===== src/rtl/spi_frame_tx.sv =====
// spi_frame_tx: SPI mode-0 frame transmitter.
// Splits a DATA_W-bit word into ceil(DATA_W/8) bytes, zero-padded at the MSB.
// It shifts the bytes MSB-first while ss stays low for the whole frame.
// The full-duplex received bytes appear on rx_data together with the done pulse.
// Optional feature: define SPI_FRAME_CRC_EN to append one check byte after the data
// bytes. The check byte is the XOR of all data bytes. The received check byte is discarded.
module spi_frame_tx #(
    parameter int unsigned DATA_W  = 14,
    parameter int unsigned CLK_DIV = 2,
    parameter int unsigned GAP_CYC = 2
) (
    input  logic                              clk,
    input  logic                              reset,
    input  logic                              start,
    input  logic [DATA_W-1:0]                 data,
    output logic                              busy,
    output logic                              done,
    output logic [8*((DATA_W + 7) / 8)-1:0]   rx_data,
    output logic                              sclk,
    output logic                              mosi,
    input  logic                              miso,
    output logic                              ss
);

    localparam int unsigned NBYTES = (DATA_W + 7) / 8;
    localparam int unsigned RxW    = 8 * NBYTES;
`ifdef SPI_FRAME_CRC_EN
    localparam int unsigned NB     = NBYTES + 1;
`else
    localparam int unsigned NB     = NBYTES;
`endif
    localparam int unsigned TxW    = 8 * NB;
    localparam int unsigned CntMax = (CLK_DIV > GAP_CYC) ? CLK_DIV : GAP_CYC;
    localparam int unsigned CntW   = (CntMax > 1) ? $clog2(CntMax) : 1;
    localparam int unsigned ByteW  = (NB > 1) ? $clog2(NB) : 1;

    localparam logic [CntW-1:0]  DivLast  = CntW'(CLK_DIV - 1);
    localparam logic [CntW-1:0]  GapLast  = CntW'((GAP_CYC > 0) ? GAP_CYC - 1 : 0);
    localparam logic [ByteW-1:0] ByteLast = ByteW'(NB - 1);

    typedef enum logic [2:0] {
        StIdle,
        StSetup,
        StShift,
        StGap,
        StHold
    } state_e;

    state_e           state_q, state_d;
    logic [TxW-1:0]   sh_q, sh_d;
    logic [RxW-1:0]   rx_sh_q, rx_sh_d;
    logic [CntW-1:0]  cnt_q, cnt_d;
    logic [2:0]       bit_q, bit_d;
    logic [ByteW-1:0] byte_q, byte_d;
    logic             sclk_q, sclk_d;
    logic             mosi_q, mosi_d;
    logic             ss_q, ss_d;
    logic             busy_q, busy_d;
    logic             done_q, done_d;
    logic [RxW-1:0]   rx_data_q, rx_data_d;

    logic [RxW-1:0]   data_pad;
    logic [TxW-1:0]   tx_load;
    logic             rx_en;

    assign data_pad = RxW'(data);

`ifdef SPI_FRAME_CRC_EN
    function automatic logic [7:0] xor_bytes(input logic [RxW-1:0] v);
        logic [7:0] acc;
        acc = '0;
        for (int unsigned i = 0; i < NBYTES; i++) begin
            acc = acc ^ v[8*i +: 8];
        end
        return acc;
    endfunction

    // Check byte rides in the low byte of the shift register, after all data bytes
    assign tx_load = {data_pad, xor_bytes(data_pad)};
    // The check byte is the last one, so its received bits are not kept
    assign rx_en   = (byte_d != ByteLast);
`else
    assign tx_load = data_pad;
    assign rx_en   = 1'b1;
`endif

    // Next-state logic for the frame sequencer and all registered outputs
    always_comb begin
        state_d   = state_q;
        sh_d      = sh_q;
        rx_sh_d   = rx_sh_q;
        cnt_d     = cnt_q;
        bit_d     = bit_q;
        byte_d    = byte_q;
        sclk_d    = sclk_q;
        mosi_d    = mosi_q;
        ss_d      = ss_q;
        busy_d    = busy_q;
        done_d    = 1'b0;
        rx_data_d = rx_data_q;

        unique case (state_q)
            StIdle: begin
                mosi_d = 1'b0;
                if (start) begin
                    sh_d    = tx_load;
                    rx_sh_d = '0;
                    mosi_d  = tx_load[TxW-1];
                    ss_d    = 1'b0;
                    busy_d  = 1'b1;
                    cnt_d   = '0;
                    bit_d   = '0;
                    byte_d  = '0;
                    state_d = StSetup;
                end
            end

            StSetup: begin
                if (cnt_q == DivLast) begin
                    cnt_d   = '0;
                    sclk_d  = 1'b1;
                    state_d = StShift;
                end else begin
                    cnt_d = cnt_q + 1'b1;
                end
            end

            StShift: begin
                if (cnt_q != DivLast) begin
                    cnt_d = cnt_q + 1'b1;
                end else begin
                    cnt_d = '0;
                    if (sclk_q) begin
                        // Falling edge: present the next bit, which may be the next byte's MSB
                        sclk_d = 1'b0;
                        sh_d   = sh_q << 1;
                        mosi_d = sh_q[TxW-2];
                    end else if (bit_q != 3'd7) begin
                        bit_d  = bit_q + 1'b1;
                        sclk_d = 1'b1;
                    end else begin
                        bit_d = '0;
                        if (byte_q == ByteLast) begin
                            state_d = StHold;
                        end else begin
                            byte_d = byte_q + 1'b1;
                            if (GAP_CYC == 0) begin
                                sclk_d = 1'b1;
                            end else begin
                                state_d = StGap;
                            end
                        end
                    end
                end
            end

            StGap: begin
                if (cnt_q == GapLast) begin
                    cnt_d   = '0;
                    sclk_d  = 1'b1;
                    state_d = StShift;
                end else begin
                    cnt_d = cnt_q + 1'b1;
                end
            end

            StHold: begin
                if (cnt_q == DivLast) begin
                    cnt_d     = '0;
                    ss_d      = 1'b1;
                    busy_d    = 1'b0;
                    done_d    = 1'b1;
                    mosi_d    = 1'b0;
                    rx_data_d = rx_sh_q;
                    state_d   = StIdle;
                end else begin
                    cnt_d = cnt_q + 1'b1;
                end
            end

            default: begin
                state_d = StIdle;
            end
        endcase

        // miso is captured at the clock edge that raises sclk
        if (sclk_d && !sclk_q && rx_en) begin
            rx_sh_d = {rx_sh_q[RxW-2:0], miso};
        end
    end

    // State and output registers; reset aborts any frame in progress
    always_ff @(posedge clk or posedge reset) begin
        if (reset) begin
            state_q   <= StIdle;
            sh_q      <= '0;
            rx_sh_q   <= '0;
            cnt_q     <= '0;
            bit_q     <= '0;
            byte_q    <= '0;
            sclk_q    <= 1'b0;
            mosi_q    <= 1'b0;
            ss_q      <= 1'b1;
            busy_q    <= 1'b0;
            done_q    <= 1'b0;
            rx_data_q <= '0;
        end else begin
            state_q   <= state_d;
            sh_q      <= sh_d;
            rx_sh_q   <= rx_sh_d;
            cnt_q     <= cnt_d;
            bit_q     <= bit_d;
            byte_q    <= byte_d;
            sclk_q    <= sclk_d;
            mosi_q    <= mosi_d;
            ss_q      <= ss_d;
            busy_q    <= busy_d;
            done_q    <= done_d;
            rx_data_q <= rx_data_d;
        end
    end

    assign busy    = busy_q;
    assign done    = done_q;
    assign rx_data = rx_data_q;
    assign sclk    = sclk_q;
    assign mosi    = mosi_q;
    assign ss      = ss_q;

endmodule


===== config.mk =====
export PLATFORM = sky130hd
export DESIGN_NAME = spi_frame_tx
export DESIGN_NICKNAME = d
export VERILOG_FILES = /design/src/rtl/spi_frame_tx.sv
export SDC_FILE = /design/constraint.sdc
export NUM_CORES = 1
export LEC_CHECK = 0
export CORE_ASPECT_RATIO = 0.9
export CORE_MARGIN = 3
export CORE_UTILIZATION = 54
export DETAILED_ROUTE_END_ITERATION = 10
export PLACE_DENSITY_LB_ADDON = 0.08
export SYNTH_ARGS = -nofsm -noshare
export SYNTH_HDL_FRONTEND = slang
export SYNTH_SLANG_ARGS = --single-unit

===== constraint.sdc =====
create_clock -name clk -period 2.2 [get_ports clk]
set_clock_uncertainty 0.15 [all_clocks]
set_input_delay 0.44 -clock clk [delete_from_list [all_inputs] [get_ports clk]]
set_output_delay 0.44 -clock clk [all_outputs]
set_load 0.01 [all_outputs]

==> results.md <==
- Outcome: complete, no violations
- P&R area growth vs syn: 23.0%
- Combinational share of power: 40.2%
- HPWL Detailed: 3300 um
- Max incr delay on CP: 0.58 ns
- DR WL/cell: 14.8 um
- Total track usage: 19.5%
- Root buf cell: clkbuf_8
- Internal: 0.00299 W
- Final setup vio count: 0
- GPL Wtd Cong: 0.818
- Post-synthesis sequential area ratio: 53.6%
- Number of DRC markers in iteration 0: 71
- Switching Fraction: 32.9%
- End of the critical path: sclk
- Lkg Pwr: 1.67 nW
- CTS buffer count: 9
- Core footprint: 4920 sq um
- Worst path top cell family by delay: buffers and inverters
- Syn Std Cell Area: 2800 sq um
- Switching Power: 0.00147 W
- GR Overflow Total: 0
- Power Total: 0.00446 W
- Total Neg Setup Slack: 0 ns
- Fin util: 70.0%
- CP Launch Type: flop
- CTS-repair resized insts: 0
- Slew headroom: 66.5%
- Mean area per synthesized cell: 12.5 sq um
- Critical Path Start: sclk
- CTS sink count: 60
- Most frequent cells in the layout: 59 x dfrtp_1, 38 x clkdlybuf4s50_1, 35 x mux2_2
- Layout cells sized above 1: 24.1%
- Finished Layout Cells: 339
- Die H: 74.4 um
- Post-CTS Setup Bufs: 0
- Die area: 6090 sq um
- Reg power frac: 39.4%
- Worst R2R Start: bit_q[0]
- Max Root-Sink Buffers: 2
- Buffers added on ports: 38
- CP max-delay cell: clkdlybuf4s50_1
- Crit Reg-Reg Endpoint: rx_sh_q[14]
- WP data arrival: 1.39 ns
- Vias in the first global route: 1864
- Inserted Diodes: 0
- Reg2reg path depth: 6
- Global-route wire length before repair: 8750 um
- Synth Instances: 224
- Most common cell after layout, fill and taps aside: dfrtp_1
- Chip Width: 82.0 um
- Min Tclk post-route: 1.98 ns
- Post-cts hold buffer count: 0
- IO Count: 39
- Final WL: 5010 um
- RSZ-0062 raised after global routing: false
- Row count: 24
- Max-slew violations: 0
- CTS H-Tree Depth: 3
- Worst Path Buf+Inv: 1
- Max-Cap Viols: 0
- Largest net degree at the start of global routing: 23
- Clk pwr share: 20.4%
- Vias/cell: 5.18
- Stages on worst setup path: 1
- Place WS: 0.126 ns
- Antenna-violating nets left: 0
- R2R setup slack: 0.26 ns
- Fillers: 386
- Synth Register Bits: 60
- Drt drc: 0
- Antenna violations before repair: 0
- Worst Tran Pin Value: 0.503 ns
- Synth Warn #: 0
- CP Data Required Time: 1.61 ns
- PD cells: 1290 nW/um^2
- Clock Pin Slew Worst Setup and Hold Paths: 0.06 ns
- Worst skew pair latency: 0.33 ns
- Final Hold Viols: 0
- Critical path class: flop to output pin
- Syn Nets: 244
- VDD IR max: 740 uV
- Pre-antenna DRT Iters: 4
- FMAX: 0.504 GHz
- Post-Place Cells: 324
- Total number of vias: 1757
- Worst min path class: primary input to async pin
- Final net count: 290
- Final worst setup slack: 0.216 ns
- Period utilisation layout: 90.2%
- Initial Util: 56.9%
- CTS tree: yes
- CP endpoint kind: output pin
- Maximum fanout along the worst path: 8
- Crit-path cells: clkdlybuf4s50_1
- Cell variety after synth: 38
## worst reg2reg max path: stages, from the launching register on
cell and delay, ns:
dfrtp_1 0.40, ha_1 0.21, ha_1 0.24, nor2b_1 0.31, o211ai_4 0.09, buf_4 0.24
mux2i_1 0.16
## per-layer routing
layer | track usage, % | part of all wire (%) | wire [um]
met4 | 6.64 | 1.4 | 69
met5 | 0 | 0 | 0
met1 | 25.7 | 47 | 2330
met2 | 29.1 | 47 | 2360
met3 | 8.23 | 5.0 | 249
## synthesized netlist by cell type
library cell / number / share of area, %
or4b_4: 1 / 0.49
or2_1: 1 / 0.22
nor2b_1: 1 / 0.22
nand2b_1: 5 / 1.1
o21a_1: 2 / 0.54
a22oi_1: 2 / 0.54
nand4b_1: 1 / 0.31
o32ai_1: 1 / 0.31
o211ai_4: 1 / 0.76
mux2_1: 8 / 3.2
buf_4: 2 / 0.54
nand3_1: 1 / 0.18
buf_2: 3 / 0.54
and3b_1: 1 / 0.31
dfrtp_1: 59 / 53
mux2i_1: 19 / 6.8
a22o_1: 1 / 0.31
nor3b_4: 1 / 0.67
nor2_1: 4 / 0.54
mux2_2: 35 / 14
nor3_1: 1 / 0.18
a21oi_4: 1 / 0.58
dfstp_2: 1 / 0.94
inv_1: 24 / 3.2
or3_1: 1 / 0.22
o22ai_2: 1 / 0.45
nand2_1: 22 / 2.9
o21ai_0: 2 / 0.36
buf_6: 7 / 2.8
nand3b_2: 1 / 0.40
a21oi_1: 4 / 0.71
a211oi_1: 1 / 0.27
a21o_1: 2 / 0.54
a31oi_1: 2 / 0.45
nor3b_1: 1 / 0.27
ha_1: 2 / 0.89
and2b_1: 1 / 0.27
and3_1: 1 / 0.22
## registers in the layout (all words and copies together) (netlist names)
name	flops
rx_sh_q	16
mosi	1
cnt_q	1
byte_q	1
bit_q	3
sh_q	15
rx_data	16
done	1
sclk	1
state_q	3
busy	1
ss	1
## power by group through the flow
stage / clock, W / sequential, W / combinational (W)
detailed placement: 0 / 0.00177 / 0.00179
CTS: 0.000951 / 0.00176 / 0.00182
global placement: 0 / 0.00176 / 0.00173
finish: 0.000911 / 0.00176 / 0.00179
floorplan: 0 / 0.00165 / 0.00150
global route: 0.000993 / 0.00181 / 0.00199
## per-stage QoR
| stage | area (sq um) | hold slack, ns |
|---|---|---|
| global placement | 3260 | 0.324 |
| global route | 3450 | 0.315 |
| detailed placement | 3260 | 0.341 |
| floorplan | 2800 | 0.302 |
| CTS | 3450 | 0.278 |
| finish | 3450 | 0.282 |
## kinds of logic (layout without fill, tap and decap cells)
| group | count (synthesis) | after routing | share of synthesized area (%) |
|---|---|---|---|
| compound gates | 20 | 20 | 5.80 |
| mux | 62 | 62 | 24.1 |
| flops | 60 | 60 | 53.6 |
| buf+inv | 36 | 86 | 7.10 |
| fa+ha+maj | 2 | 2 | 0.892 |
| simple gates | 44 | 44 | 8.57 |
## worst min-delay path by stage
stage               cells after the start     endpoint
floorplan                               1      sh_q[8]
global placement                        1      sh_q[8]
detailed placement                      1      sh_q[8]
CTS                                     2  rx_data[11]
global route                            2  rx_sh_q[11]
finish                                  2         done
## cell type report
type	count	area (sq um)	share of cell area [%]
multi-input cells	128	1100	32.0
clock buffers	14	183	5.30
flip-flops and latches	60	1500	43.6
well taps	65	81.3	2.36
repair buffers	47	485	14.1
clock inverters	1	5.00	0.145
inverters	24	90.1	2.61
No activity file was read; power rests on OpenSTA's default activity.
